--- src/rtl/instr_fetch_decode_pkg.sv ---
// Shared definitions for the instruction fetch/decode stage: ALU opcodes,
// instruction field positions and the fetch FSM state encoding.
package instr_fetch_decode_pkg;

  localparam int unsigned OP_MSB  = 15;
  localparam int unsigned OP_LSB  = 12;
  localparam int unsigned RD_MSB  = 11;
  localparam int unsigned RD_LSB  = 8;
  localparam int unsigned EXT_MSB = 7;
  localparam int unsigned EXT_LSB = 4;
  localparam int unsigned RS_MSB  = 3;
  localparam int unsigned RS_LSB  = 0;

  localparam logic [3:0] FMT_REG   = 4'b0000;
  localparam logic [3:0] FMT_SHIFT = 4'b1000;

  localparam logic [7:0] OPC_NOP    = 8'h00;
  localparam logic [7:0] OPC_AND    = 8'h01;
  localparam logic [7:0] OPC_OR     = 8'h02;
  localparam logic [7:0] OPC_XOR    = 8'h03;
  localparam logic [7:0] OPC_ADDCU  = 8'h04;
  localparam logic [7:0] OPC_ADD    = 8'h05;
  localparam logic [7:0] OPC_ADDU   = 8'h06;
  localparam logic [7:0] OPC_ADDC   = 8'h07;
  localparam logic [7:0] OPC_CMPU   = 8'h08;
  localparam logic [7:0] OPC_SUB    = 8'h09;
  localparam logic [7:0] OPC_CMP    = 8'h0B;
  localparam logic [7:0] OPC_CMPUI  = 8'h0C;
  localparam logic [7:0] OPC_NOT    = 8'h0F;
  localparam logic [7:0] OPC_ANDI   = 8'h10;
  localparam logic [7:0] OPC_ORI    = 8'h20;
  localparam logic [7:0] OPC_XORI   = 8'h30;
  localparam logic [7:0] OPC_ADDCUI = 8'h40;
  localparam logic [7:0] OPC_ADDI   = 8'h50;
  localparam logic [7:0] OPC_ADDUI  = 8'h60;
  localparam logic [7:0] OPC_ADDCI  = 8'h70;
  localparam logic [7:0] OPC_LSHI   = 8'h80;
  localparam logic [7:0] OPC_RSHI   = 8'h81;
  localparam logic [7:0] OPC_ALSHI  = 8'h82;
  localparam logic [7:0] OPC_ARSHI  = 8'h83;
  localparam logic [7:0] OPC_LSH    = 8'h84;
  localparam logic [7:0] OPC_RSH    = 8'h85;
  localparam logic [7:0] OPC_ALSH   = 8'h86;
  localparam logic [7:0] OPC_ARSH   = 8'h87;
  localparam logic [7:0] OPC_SUBI   = 8'h90;
  localparam logic [7:0] OPC_CMPI   = 8'hB0;

  typedef enum logic [1:0] {
    IDLE  = 2'd0,
    FETCH = 2'd1,
    WAIT  = 2'd2,
    EXEC  = 2'd3
  } state_e;

endpackage

--- src/rtl/instr_field_decode.sv ---
// Purely combinational mapping of a 16-bit instruction word onto the
// datapath control fields; undefined encodings decode to a NOP with illegal set.
module instr_field_decode
  import instr_fetch_decode_pkg::*;
(
  input  logic [15:0] instr_i,
  output logic [7:0]  op_code_o,
  output logic        write_o,
  output logic [3:0]  a_select_o,
  output logic [3:0]  b_select_o,
  output logic [15:0] immediate_o,
  output logic        use_imm_o,
  output logic        illegal_o
);

  logic [3:0] op;
  logic [3:0] rd;
  logic [3:0] ext;
  logic [3:0] rs;
  logic [7:0] imm8;

  assign op   = instr_i[OP_MSB:OP_LSB];
  assign rd   = instr_i[RD_MSB:RD_LSB];
  assign ext  = instr_i[EXT_MSB:EXT_LSB];
  assign rs   = instr_i[RS_MSB:RS_LSB];
  assign imm8 = instr_i[EXT_MSB:RS_LSB];

  always_comb begin
    op_code_o   = OPC_NOP;
    write_o     = 1'b0;
    a_select_o  = rd;
    b_select_o  = '0;
    immediate_o = '0;
    use_imm_o   = 1'b0;
    illegal_o   = 1'b0;
    case (op)
      FMT_REG: begin
        case (ext)
          4'h0, 4'h8, 4'hB: begin
            op_code_o  = {4'h0, ext};
            b_select_o = rs;
          end
          4'h1, 4'h2, 4'h3, 4'h4, 4'h5, 4'h6, 4'h7, 4'h9, 4'hF: begin
            op_code_o  = {4'h0, ext};
            b_select_o = rs;
            write_o    = 1'b1;
          end
          4'hC: begin
            op_code_o   = OPC_CMPUI;
            use_imm_o   = 1'b1;
            immediate_o = {12'h000, rs};
          end
          default: illegal_o = 1'b1;
        endcase
      end
      FMT_SHIFT: begin
        case (ext)
          4'h4, 4'h5, 4'h6, 4'h7: begin
            op_code_o  = {FMT_SHIFT, ext};
            b_select_o = rs;
            write_o    = 1'b1;
          end
          4'h0, 4'h1, 4'h2, 4'h3: begin
            op_code_o   = {FMT_SHIFT, ext};
            use_imm_o   = 1'b1;
            immediate_o = {12'h000, rs};
            write_o     = 1'b1;
          end
          default: illegal_o = 1'b1;
        endcase
      end
      4'b0101, 4'b0111, 4'b1001: begin
        op_code_o   = {op, 4'h0};
        use_imm_o   = 1'b1;
        immediate_o = {{8{imm8[7]}}, imm8};
        write_o     = 1'b1;
      end
      4'b1011: begin
        op_code_o   = {op, 4'h0};
        use_imm_o   = 1'b1;
        immediate_o = {{8{imm8[7]}}, imm8};
      end
      4'b0001, 4'b0010, 4'b0011, 4'b0100, 4'b0110: begin
        op_code_o   = {op, 4'h0};
        use_imm_o   = 1'b1;
        immediate_o = {8'h00, imm8};
        write_o     = 1'b1;
      end
      default: illegal_o = 1'b1;
    endcase
    if (illegal_o) begin
      a_select_o = '0;
    end
  end

endmodule

--- src/rtl/instr_fetch_decode.sv ---
// Fetch/decode control stage: fetches one instruction per loop over a req/valid
// handshake and presents its decoded controls for exactly one EXEC cycle.
module instr_fetch_decode
  import instr_fetch_decode_pkg::*;
#(
  parameter int unsigned     PC_W     = 16,
  parameter logic [PC_W-1:0] RESET_PC = '0
) (
  input  logic            clk,
  input  logic            reset,
  input  logic            run,
  output logic [PC_W-1:0] imem_addr,
  output logic            imem_req,
  input  logic            imem_valid,
  input  logic [15:0]     imem_data,
  output logic [7:0]      opCode,
  output logic [15:0]     regEnable,
  output logic [3:0]      a_select,
  output logic [3:0]      b_select,
  output logic [15:0]     immediate,
  output logic            use_imm,
  output logic            illegal,
  output logic [PC_W-1:0] pc
);

  state_e          state_q;
  logic [PC_W-1:0] pc_q;
  logic [15:0]     instr_q;
  logic [15:0]     instr_d;
  logic            req_q;
  logic [7:0]      opcode_q;
  logic [15:0]     regen_q;
  logic [3:0]      asel_q;
  logic [3:0]      bsel_q;
  logic [15:0]     imm_q;
  logic            useimm_q;
  logic            illegal_q;

  logic            accept;
  logic [7:0]      dec_opcode;
  logic            dec_write;
  logic [3:0]      dec_asel;
  logic [3:0]      dec_bsel;
  logic [15:0]     dec_imm;
  logic            dec_useimm;
  logic            dec_illegal;

  assign accept  = (state_q == WAIT) && imem_valid;
  assign instr_d = accept ? imem_data : instr_q;

  // Decoding the word being latched lets the EXEC-cycle outputs be registered
  // while still reflecting the latched instruction.
  instr_field_decode u_field_decode (
    .instr_i     (instr_d),
    .op_code_o   (dec_opcode),
    .write_o     (dec_write),
    .a_select_o  (dec_asel),
    .b_select_o  (dec_bsel),
    .immediate_o (dec_imm),
    .use_imm_o   (dec_useimm),
    .illegal_o   (dec_illegal)
  );

  always_ff @(posedge clk) begin
    if (reset) begin
      state_q   <= IDLE;
      pc_q      <= RESET_PC;
      instr_q   <= '0;
      req_q     <= 1'b0;
      opcode_q  <= OPC_NOP;
      regen_q   <= '0;
      asel_q    <= '0;
      bsel_q    <= '0;
      imm_q     <= '0;
      useimm_q  <= 1'b0;
      illegal_q <= 1'b0;
    end else begin
      instr_q   <= instr_d;
      opcode_q  <= OPC_NOP;
      regen_q   <= '0;
      asel_q    <= '0;
      bsel_q    <= '0;
      imm_q     <= '0;
      useimm_q  <= 1'b0;
      illegal_q <= 1'b0;
      case (state_q)
        IDLE: begin
          if (run) begin
            state_q <= FETCH;
            req_q   <= 1'b1;
          end
        end
        FETCH: begin
          state_q <= WAIT;
        end
        WAIT: begin
          if (imem_valid) begin
            state_q   <= EXEC;
            req_q     <= 1'b0;
            opcode_q  <= dec_opcode;
            regen_q   <= dec_write ? (16'h0001 << dec_asel) : 16'h0000;
            asel_q    <= dec_asel;
            bsel_q    <= dec_bsel;
            imm_q     <= dec_imm;
            useimm_q  <= dec_useimm;
            illegal_q <= dec_illegal;
          end
        end
        EXEC: begin
          pc_q <= pc_q + PC_W'(1);
          if (run) begin
            state_q <= FETCH;
            req_q   <= 1'b1;
          end else begin
            state_q <= IDLE;
          end
        end
        default: state_q <= IDLE;
      endcase
    end
  end

  assign imem_addr = pc_q;
  assign imem_req  = req_q;
  assign pc        = pc_q;
  assign opCode    = opcode_q;
  assign regEnable = regen_q;
  assign a_select  = asel_q;
  assign b_select  = bsel_q;
  assign immediate = imm_q;
  assign use_imm   = useimm_q;
  assign illegal   = illegal_q;

endmodule

--- config.mk ---
export PLATFORM = sky130hd
export DESIGN_NAME = instr_fetch_decode
export DESIGN_NICKNAME = d
export VERILOG_FILES = /design/src/rtl/instr_fetch_decode_pkg.sv /design/src/rtl/instr_field_decode.sv /design/src/rtl/instr_fetch_decode.sv
export SDC_FILE = /design/constraint.sdc
export NUM_CORES = 1
export LEC_CHECK = 0
export BUFFER_PORTS_ARGS = -buffer_cell sky130_fd_sc_hd__buf_4
export CAP_MARGIN = 15
export CORE_MARGIN = 3
export CORE_UTILIZATION = 34
export CTS_BUF_LIST = sky130_fd_sc_hd__clkbuf_2 sky130_fd_sc_hd__clkbuf_4 sky130_fd_sc_hd__clkbuf_8
export CTS_CLUSTER_SIZE = 30
export DETAILED_ROUTE_END_ITERATION = 8
export PLACE_DENSITY = 0.62
export SYNTH_ARGS = -nofsm -noshare
export SYNTH_HDL_FRONTEND = slang
export SYNTH_HIERARCHICAL = 1
export SYNTH_SLANG_ARGS = --single-unit
--- constraint.sdc ---
create_clock -name clk -period 2.9 [get_ports clk]
set_input_delay 0.725 -clock clk [delete_from_list [all_inputs] [get_ports clk]]
set_output_delay 0.725 -clock clk [all_outputs]
set_load 0.1 [all_outputs]
==> flow_summary.rst <==
.. list-table::
   :header-rows: 1

   * - Metric
     - Value
   * - Ranking of synthesized cells by area
     - sky130_fd_sc_hd__dfxtp_1 (47%), sky130_fd_sc_hd__and2_1 (6.4%), sky130_fd_sc_hd__buf_4 (5.0%)
   * - Fin crit share
     - 91.3%
   * - FMAX
     - 378 MHz
   * - Final-report hold violation count
     - 0
   * - Worst min-delay path class
     - register to register
   * - Total DRC errors in the routed layout
     - 0
   * - Pwr per Cell Area
     - 614 nW/um2
   * - Synth async-reset ratio
     - 0%
   * - Non-filler cells in the finished layout
     - 591
   * - Tot GR Track Use
     - 13.9%
   * - First-pass GRT wire length
     - 12700 um
   * - Number of buffers created by CTS
     - 9
   * - Maxcap violations
     - 0
   * - Root buf cell
     - sky130_fd_sc_hd__clkbuf_8
   * - 1st-pass router iterations
     - 5
   * - Leak pwr
     - 2.03 nW
   * - Number of H-tree levels
     - 3
   * - Setup repair after global routing missed its margin
     - no
   * - Cell total after placement
     - 575
   * - Startpoint kind of the worst setup timing path
     - register
   * - Fraction of the yosys area taken by sequential cells
     - 47.4%
   * - Post-detailed-placement half-perimeter wirelength
     - 6070 um
   * - DIE HEIGHT
     - 109 um
   * - IR drop worst, VDD
     - 247 uV
   * - Yosys warning total
     - 6
   * - Total of fill cells in the finished design
     - 984
   * - Number of pins with negative max-slew slack in the final report
     - 0
   * - Top flip-flop cell by instance count after synthesis
     - sky130_fd_sc_hd__dfxtp_1
   * - Run status
     - complete, no violations
   * - Detailed-route via count
     - 2712
   * - Count of flip-flops with a built-in enable after synthesis
     - 0
   * - Cell Area, Synth
     - 3590 um2
   * - Arr. time, crit path
     - 2920 ps
   * - Top post-synthesis cells by count
     - sky130_fd_sc_hd__dfxtp_1 (85), sky130_fd_sc_hd__and2_1 (37), sky130_fd_sc_hd__nor2_1 (27), sky130_fd_sc_hd__nor2b_1 (27), sky130_fd_sc_hd__buf_4 (24)
   * - Most frequently used cell type in the post-synthesis netlist
     - sky130_fd_sc_hd__dfxtp_1
   * - Number of synthesized register bits
     - 85
   * - Initial antenna violation count
     - 0
   * - Largest area contributor in the netlist
     - sky130_fd_sc_hd__dfxtp_1
   * - Number of global-route vias before repair
     - 2637
   * - Via density per instance
     - 4.59
   * - Worst clock skew on the final layout
     - 14.8 ps
   * - DR WL/cell
     - 13.6 um
   * - Category of the worst setup path capture point
     - register
   * - Number of top-level pins
     - 103
   * - Final-report setup violation count
     - 0
   * - Synthesized area per cell
     - 9.92 um2
   * - Actual slew at the worst max-slew pin
     - 518 ps
   * - Number of buffers added on ports
     - 102
   * - Crit path kind
     - register to register
   * - Clk buf depth
     - 2
   * - Fraction of final layout cells sized beyond drive strength 1
     - 35.6%
   * - Post-synthesis net count
     - 387
   * - Final global-route overflow total
     - 0
   * - Row Count
     - 36
   * - Rel. slew slack
     - 65.1%
   * - Post-synthesis cell count
     - 362
   * - Count of inserted antenna diode cells
     - 0
   * - CTS tree
     - done
   * - Number of DRC violations after detailed-routing iteration 0
     - 59
   * - Maximum number of pins on one net before global-route repair
     - 41
   * - Library cells used by synthesis
     - 51
   * - Layout Nets
     - 478
   * - Core outline area
     - 10000 um2
   * - Routed WL
     - 8030 um
   * - Total negative setup slack
     - 0 ps
   * - Horizontal die dimension
     - 109 um
   * - Fraction of synthesized cell area taken by the top area cell type
     - 47.4%
   * - Final Wtd Congestion
     - 0.869
   * - Number of antenna-violating nets in the routed design
     - 0
   * - Crit path required time
     - 3170 ps
   * - Maximum fanout along the worst path
     - 8
   * - Clock insertion delay at the later pin of the skew report
     - 350 ps
   * - Die area
     - 11800 um2
   * - Starting utilization of the core area
     - 35.9%
   * - Shortest period the worst path allows
     - 2650 ps
   * - Clock slew at the register clock pins of the worst setup and hold paths
     - 90 ps
   * - Synthesis-to-layout area growth
     - 28.3%
   * - Clock sinks
     - 85
through the flow:
step	utilization [%]	hold WS [ps]	setup slack [ps]	instance area (um2)	total power [W]
6_report	46.1	496	252	4610	0.00283
5_1_grt	46.1	557	35.9	4610	0.00300
4_1_cts	45.7	505	4.60	4570	0.00285
3_5_place_dp	43.9	492	-93.3	4390	0.00208
3_3_place_gp	43.9	510	22.0	4390	0.00207
2_1_floorplan	-	499	112	3600	0.00185
final timing paths:
kind / from / to / slack [ps] / depth (start not counted)
max reg2reg: state_q[0] / regEnable[0] / 250 / 10
min: imem_req / imem_req / 500 / 2
min reg2reg: imem_req / imem_req / 500 / 2
max: state_q[0] / regEnable[0] / 250 / 10
worst max-delay path, stage by stage, from the launching register on:
cell and delay (ps):
sky130_fd_sc_hd__dfxtp_1 340, sky130_fd_sc_hd__inv_1 100, sky130_fd_sc_hd__ha_1 260, sky130_fd_sc_hd__nand2_2 190, sky130_fd_sc_hd__buf_4 200, sky130_fd_sc_hd__mux2_2 420
sky130_fd_sc_hd__nor3_4 230, sky130_fd_sc_hd__o311a_4 300, sky130_fd_sc_hd__nor3b_4 70, sky130_fd_sc_hd__nand4bb_1 280, sky130_fd_sc_hd__nor3_1 190
where the power goes:
group	switching (W)	internal, W	leakage [nW]	total [W]
logic	0.000483	0.000336	1.25	0.000819
clock network	0.000436	0.000328	0.0907	0.000764
registers	0.0000312	0.00122	0.686	0.00125
total	0.000950	0.00188	2.03	0.00283
per-layer routing:
layer | GRT usage, % | vias to the layer above | part of all wire, %
met2 | 22.9 | 63 | 48
li1 | - | 1386 | -
met3 | 2.96 | 10 | 4.7
met4 | 5.95 | 0 | 1.6
met1 | 17.5 | 1253 | 46
met5 | 0 | - | 0
layout by cell type, fill, tap and decap left out, types with 5 or more instances in the layout:
cell	netlist	routed
sky130_fd_sc_hd__xor2_1	5	5
sky130_fd_sc_hd__mux2_2	10	11
sky130_fd_sc_hd__clkbuf_8	0	9
sky130_fd_sc_hd__nand2b_1	5	5
sky130_fd_sc_hd__nor2b_1	27	27
sky130_fd_sc_hd__mux2_1	11	10
sky130_fd_sc_hd__buf_4	24	117
sky130_fd_sc_hd__inv_1	10	10
sky130_fd_sc_hd__nand2_1	8	8
sky130_fd_sc_hd__nand4_1	5	5
sky130_fd_sc_hd__nor3_1	9	9
sky130_fd_sc_hd__ha_1	5	5
sky130_fd_sc_hd__dfxtp_1	85	85
sky130_fd_sc_hd__nand3_1	5	5
sky130_fd_sc_hd__o21ai_0	11	11
sky130_fd_sc_hd__and2_1	37	37
sky130_fd_sc_hd__nor2_1	27	27
sky130_fd_sc_hd__a21oi_1	9	9
sequential cells by signal, summed over array words and instances (netlist names):
name / count
a_select: 4
b_select: 4
illegal: 1
imem_addr: 16
imem_req: 1
immediate: 16
instr_q: 16
opCode: 8
regEnable: 16
state_q: 2
use_imm: 1
cell families (layout without fill, tap and decap cells):
group                    Yosys count  count (layout)  synth area share [%]
flip-flops                        85              85                  47.4
AO/OA/AOI/OAI                     38              38                  6.97
AND/OR/NAND/NOR                  159             159                  27.4
buffers and inverters             47             143                  8.12
adder cells (fa/ha/maj)            5               5                  1.74
multiplexers                      22              22                  6.87
XOR/XNOR                           6               6                  1.46
area by class of cell:
class | count | area, um2 | share of cell area (%)
Multi-Input combinational cell | 230 | 1640 | 35.7
Inverter | 10 | 37.5 | 0.815
Sequential cell | 85 | 1700 | 36.9
Clock buffer | 10 | 131 | 2.85
Timing Repair Buffer | 117 | 878 | 19.1
Clock inverter | 6 | 47.5 | 1.03
Tap cell | 133 | 166 | 3.61
repair_timing:
item | 4_1_cts | 5_1_grt
gates resized for setup | 0 | 8
hold buffers | 0 | 0
endpoints found under the setup margin | 0 | 16
buffers inserted | 0 | 0
No activity file was read; power rests on OpenSTA's default activity.
